[config.mk]
export PLATFORM = sky130hd
export DESIGN_NAME = int32_requant_pack
export DESIGN_NICKNAME = d
export VERILOG_FILES = /design/src/rtl/int32_requant_pack.sv
export SDC_FILE = /design/constraint.sdc
export NUM_CORES = 2
export LEC_CHECK = 0
export CAP_MARGIN = 15
export CORE_ASPECT_RATIO = 1.2
export CORE_MARGIN = 2
export CORE_UTILIZATION = 45
export CTS_BUF_LIST = sky130_fd_sc_hd__clkbuf_8
export CTS_CLUSTER_SIZE = 12
export DETAILED_ROUTE_END_ITERATION = 6
export SLEW_MARGIN = 10
export SYNTH_ARGS = -nofsm -noshare
export SYNTH_HDL_FRONTEND = slang
export SYNTH_SLANG_ARGS = --single-unit
[constraint.sdc]
create_clock -name clk -period 15.6 [get_ports clk]
set_input_delay 3.9 -clock clk [delete_from_list [all_inputs] [get_ports clk]]
set_output_delay 3.9 -clock clk [all_outputs]
set_load 0.01 [all_outputs]
[src/rtl/int32_requant_pack.sv]
// Requantizes signed int32 accumulator beats to int8 (scale, rounding shift, zero point, clamp)
// and packs four lanes per 32-bit output word, with a tail flush on in_last.
module int32_requant_pack (
    input  logic        clk,
    input  logic        rst,
    input  logic [15:0] cfg_scale,
    input  logic [4:0]  cfg_shift,
    input  logic [7:0]  cfg_zp,
    input  logic        in_valid,
    output logic        in_ready,
    input  logic [31:0] in_acc,
    input  logic        in_last,
    output logic        out_valid,
    input  logic        out_ready,
    output logic [31:0] out_data,
    output logic [3:0]  out_keep,
    output logic        out_last,
    output logic [15:0] sat_count
);

    logic               en;

    logic               s1_valid_q, s1_valid_d;
    logic               s1_last_q, s1_last_d;
    logic [47:0]        s1_prod_q, s1_prod_d;

    logic               s2_valid_q, s2_valid_d;
    logic               s2_last_q, s2_last_d;
    logic               s2_sat_q, s2_sat_d;
    logic [7:0]         s2_byte_q, s2_byte_d;

    logic [1:0]         lane_q, lane_d;
    logic [31:0]        part_data_q, part_data_d;
    logic [3:0]         part_keep_q, part_keep_d;

    logic               out_valid_q, out_valid_d;
    logic [31:0]        out_data_q, out_data_d;
    logic [3:0]         out_keep_q, out_keep_d;
    logic               out_last_q, out_last_d;
    logic [15:0]        sat_count_q, sat_count_d;

    logic [47:0]        acc_ext, scale_ext;
    logic signed [48:0] prod_ext, rnd_add, r_val, zp_ext, v_val;
    logic               sat_hi, sat_lo;
    logic [31:0]        merged_data;
    logic [3:0]         merged_keep;

    assign en        = !out_valid_q || out_ready;
    assign in_ready  = en && !rst;
    assign out_valid = out_valid_q;
    assign out_data  = out_data_q;
    assign out_keep  = out_keep_q;
    assign out_last  = out_last_q;
    assign sat_count = sat_count_q;

    // Stage 1: sign-extend both operands so the low 48 bits of the product are the signed result.
    always_comb begin
        acc_ext    = {{16{in_acc[31]}}, in_acc};
        scale_ext  = {{32{cfg_scale[15]}}, cfg_scale};
        s1_valid_d = s1_valid_q;
        s1_last_d  = s1_last_q;
        s1_prod_d  = s1_prod_q;
        if (en) begin
            s1_valid_d = in_valid;
            s1_last_d  = in_last;
            s1_prod_d  = acc_ext * scale_ext;
        end
    end

    // Stage 2: round half toward +inf, add zero point, clamp to int8.
    always_comb begin
        prod_ext   = {s1_prod_q[47], s1_prod_q};
        rnd_add    = (cfg_shift == 5'd0) ? 49'sd0 : (49'sd1 <<< (cfg_shift - 5'd1));
        r_val      = (prod_ext + rnd_add) >>> cfg_shift;
        zp_ext     = {{41{cfg_zp[7]}}, cfg_zp};
        v_val      = r_val + zp_ext;
        sat_hi     = v_val > 49'sd127;
        sat_lo     = v_val < -49'sd128;
        s2_valid_d = s2_valid_q;
        s2_last_d  = s2_last_q;
        s2_sat_d   = s2_sat_q;
        s2_byte_d  = s2_byte_q;
        if (en) begin
            s2_valid_d = s1_valid_q;
            s2_last_d  = s1_last_q;
            s2_sat_d   = sat_hi || sat_lo;
            s2_byte_d  = sat_hi ? 8'h7F : (sat_lo ? 8'h80 : v_val[7:0]);
        end
    end

    always_comb begin
        merged_data = part_data_q;
        merged_data[{lane_q, 3'b000} +: 8] = s2_byte_q;
        merged_keep = part_keep_q;
        merged_keep[lane_q] = 1'b1;

        lane_d      = lane_q;
        part_data_d = part_data_q;
        part_keep_d = part_keep_q;
        out_valid_d = out_valid_q;
        out_data_d  = out_data_q;
        out_keep_d  = out_keep_q;
        out_last_d  = out_last_q;
        sat_count_d = sat_count_q;

        if (out_valid_q && out_ready) begin
            out_valid_d = 1'b0;
        end

        // A loading word overrides the drain above, so a held word can be replaced in one cycle.
        if (en && s2_valid_q) begin
            if (lane_q == 2'd3 || s2_last_q) begin
                out_valid_d = 1'b1;
                out_data_d  = merged_data;
                out_keep_d  = merged_keep;
                out_last_d  = s2_last_q;
                lane_d      = 2'd0;
                part_data_d = 32'h0;
                part_keep_d = 4'h0;
            end else begin
                lane_d      = lane_q + 2'd1;
                part_data_d = merged_data;
                part_keep_d = merged_keep;
            end
            if (s2_sat_q && sat_count_q != 16'hFFFF) begin
                sat_count_d = sat_count_q + 16'd1;
            end
        end
    end

    always_ff @(posedge clk) begin
        if (rst) begin
            s1_valid_q  <= 1'b0;
            s1_last_q   <= 1'b0;
            s1_prod_q   <= 48'h0;
            s2_valid_q  <= 1'b0;
            s2_last_q   <= 1'b0;
            s2_sat_q    <= 1'b0;
            s2_byte_q   <= 8'h0;
            lane_q      <= 2'd0;
            part_data_q <= 32'h0;
            part_keep_q <= 4'h0;
            out_valid_q <= 1'b0;
            out_data_q  <= 32'h0;
            out_keep_q  <= 4'h0;
            out_last_q  <= 1'b0;
            sat_count_q <= 16'h0;
        end else begin
            s1_valid_q  <= s1_valid_d;
            s1_last_q   <= s1_last_d;
            s1_prod_q   <= s1_prod_d;
            s2_valid_q  <= s2_valid_d;
            s2_last_q   <= s2_last_d;
            s2_sat_q    <= s2_sat_d;
            s2_byte_q   <= s2_byte_d;
            lane_q      <= lane_d;
            part_data_q <= part_data_d;
            part_keep_q <= part_keep_d;
            out_valid_q <= out_valid_d;
            out_data_q  <= out_data_d;
            out_keep_q  <= out_keep_d;
            out_last_q  <= out_last_d;
            sat_count_q <= sat_count_d;
        end
    end

endmodule

==> run summary <==
The final clock period utilization by the worst path was 84.1%. The flow ran to the end, and the final reports show no timing, DRC or antenna violations. The per-instance average area after synthesis was 8.09 um^2. The clock net in this run drives a total of 153 sinks.

The logs give 0 for the max-slew violation count and 27800 for the total number of vias. The worst pin sits at a relative slew slack of 33.7%. The die extent in x was 250 um.

The most used flip-flop cell after synthesis was sky130_fd_sc_hd__dfxtp_1. Yosys printed 0 warnings. At the worst endpoint, the required time is 15.99 ns.

TritonCTS built the clock tree. Synthesis produced a netlist whose cell count is 4049. In this design, the critical path's most frequently occurring cell is sky130_fd_sc_hd__nand2_1. Input and output buffers added on the ports amount to 120. Routability-driven placement finished with a final weighted congestion of 0.958. At the later pin of the worst-skew pair, clock insertion delay measures 0.50 ns. Pin placement for this block handled 121 I/O pins.

By count the netlist is led by sky130_fd_sc_hd__nand2_1, sky130_fd_sc_hd__inv_1, sky130_fd_sc_hd__fa_1. The tools report the via count of the first global-routing pass as 28500. The critical-path maximum fanout was 27; the max-capacitance violation count was 0. The final instance area was 0.0350 mm^2.

The floorplan has 108 rows. Summed over all failing endpoints, the final setup total negative slack is 0 ns. Synthesis produced a netlist with a net count of 4806. The maximum count of clock buffers along a single path is 2, and the synthesis-to-layout area growth is 6.97%. The final hold violation count was 0. For this block, the initial DRC count from the detailed router was 1700.

The number of CTS-inserted buffers is 17, and the largest clock skew in the final design is 0.0229 ns. The routed wirelength normalized by instance count is 19.1 um, and the setup-violating endpoint count in the final report is 0. Cells with a size suffix above 1 make up 5.23% of the layout. Remaining global-route overflow: 0. The final antenna-violating net count was 0; the pin count of the biggest net entering global routing was 88. The first-pass GRT wire length came out at 155000 um. STA classifies the critical path endpoint as a register. The die covers 0.0750 mm^2.

The cell sitting at the root of the clock tree is a sky130_fd_sc_hd__clkbuf_8. Data on the critical path arrives at its endpoint at 13.51 ns. Yosys instantiated no cell more often than sky130_fd_sc_hd__nand2_1. Number of iterations in the first detailed-routing pass: 6. Detailed placement ended at an HPWL of 74200 um. STA classifies the critical path startpoint as an input pin. The logs give 0 for the post-cts repair resize count and 0 for the cts-stage hold buffer count.

For this run, the slowest stage of the critical path takes 0.59 ns. The tools report the final standard cell utilization of the core as 48.6%. Among all stages on the critical path, the largest delay is contributed by sky130_fd_sc_hd__a311oi_1.

The cell type with the largest total area after synthesis was sky130_fd_sc_hd__fa_1. The placed instances occupy a cell area of 0.0347 mm^2. The placeable core area was 0.0722 mm^2. By area the synthesized netlist is led by sky130_fd_sc_hd__fa_1, sky130_fd_sc_hd__dfxtp_1, sky130_fd_sc_hd__ha_1. The vias per cell was 5.60; the timing-limited maximum frequency was 76.2 MHz. Initial antenna violation count: 1. Setup repair after global routing left no endpoint under its margin. The minimum period implied by the final worst setup slack was 13.13 ns.

Across every metal layer, demand over resource in global routing totals 25.6%. The synthesized design contains 0 enable-type register cells. The cell area that synthesis handed to floorplanning was 0.0328 mm^2. After the last flow step, the layout net total stands at 4776.

The clock edge transition at the registers on the reported setup and hold paths came out at 0.10 ns. Summed over its instances, the top area cell type makes up 29.8% of the synthesized netlist area. The initial core utilization is 45.4%, and the worst slack on hold paths is 0.461 ns. The critical path in this run is classified as in -> reg. The tightest min-delay check is of the reg -> reg type. After synthesis the netlist holds a flip-flop and latch count of 153. The count of unresolved DRC violations after routing was 0. Vertical die dimension: 300 um. The fraction of the yosys area taken by sequential cells is 9.35%. The filler cells instantiated in the layout total 7257.

For this block, the routed nets add up to 95000 um of wire. For the pin with the worst max-slew slack, the measured transition is 0.991 ns. In this run the number of H-tree levels came out at 4.

Counting distinct cell types in the post-synthesis netlist gives 116. The total setup buffers inserted after CTS is 0, and the fraction of registers with async set or reset after synthesis is 0%.
==> layer usage <==
layer  track usage, %  up-vias  wire (um)
li1                 -    13300          -
met1             33.4    13700      41500
met2             45.0      719      46700
met3             2.11      127       3850
met4             7.97        0       2950
met5                0        -          0
==> sequential cells by signal, summed over array words and instances, names as in the netlist, 2 cells and up <==
signal,count
s2_byte_q,8
sat_count,16
lane_q,2
out_keep,4
s1_prod_q,48
part_data_q,32
part_keep_q,4
out_data,32
==> through the flow <==
stage          std cells  setup WS, ns
2_1_floorplan       4049          4.26
3_3_place_gp        4935          2.04
3_5_place_dp        4935          2.12
4_1_cts             4966          2.58
5_1_grt             4967          1.92
6_report            4968          2.47
==> cells in the final DEF (no fill, tap or decap), types with 70 or more instances in the layout <==
| cell | count |
|---|---|
| sky130_fd_sc_hd__inv_1 | 534 |
| sky130_fd_sc_hd__a21oi_1 | 271 |
| sky130_fd_sc_hd__a21o_1 | 76 |
| sky130_fd_sc_hd__a211oi_1 | 70 |
| sky130_fd_sc_hd__nor2_1 | 289 |
| sky130_fd_sc_hd__fa_1 | 488 |
| sky130_fd_sc_hd__clkdlybuf4s50_1 | 115 |
| sky130_fd_sc_hd__and2_1 | 170 |
| sky130_fd_sc_hd__dfxtp_1 | 153 |
| sky130_fd_sc_hd__xnor2_1 | 73 |
| sky130_fd_sc_hd__ha_1 | 203 |
| sky130_fd_sc_hd__nand2_1 | 571 |
| sky130_fd_sc_hd__o21ai_0 | 108 |
==> kinds of logic after synthesis <==
family / after synthesis / share of synthesized area [%]
buffers and inverters: 758 / 8.77
adder cells (fa/ha/maj): 691 / 37.6
flip-flops: 153 / 9.35
AND/OR/NAND/NOR: 1387 / 19.9
multiplexers: 108 / 3.78
other: 1 / 0.0114
XOR/XNOR: 129 / 3.55
AO/OA/AOI/OAI: 822 / 17.0
==> critical path: cells and delay by family <==
family | cells | cell delay, ns
adder cells (fa/ha/maj) | 3 | 1.04
AO/OA/AOI/OAI | 12 | 3.67
AND/OR/NAND/NOR | 11 | 2.28
buffers and inverters | 6 | 1.51
XOR/XNOR | 1 | 0.18
multiplexers | 3 | 0.89
==> final timing paths <==
kind	start	endpoint	slack, ns	cells past startpoint
min reg2reg	s1_prod_q[30]	s1_prod_q[30]	0.46	2
min	s1_prod_q[30]	s1_prod_q[30]	0.46	2
max reg2reg	s1_prod_q[0]	s2_byte_q[0]	7.40	29
max	cfg_shift[4]	s2_sat_q	2.47	36
==> layout make-up <==
type / instances / area (um^2) / area share (%)
antenna: 2 / 5.00 / 0.0143
multi-input combinational: 3138 / 26800 / 76.6
sequential: 153 / 3060 / 8.74
tap: 935 / 1170 / 3.34
clock inverter: 14 / 151 / 0.432
inverter: 539 / 2020 / 5.77
clock buffer: 17 / 234 / 0.668
timing repair buffer: 170 / 1550 / 4.43
Power is not shown: default switching activity piles up to over one toggle a cycle in this logic, so the estimate is an artifact.
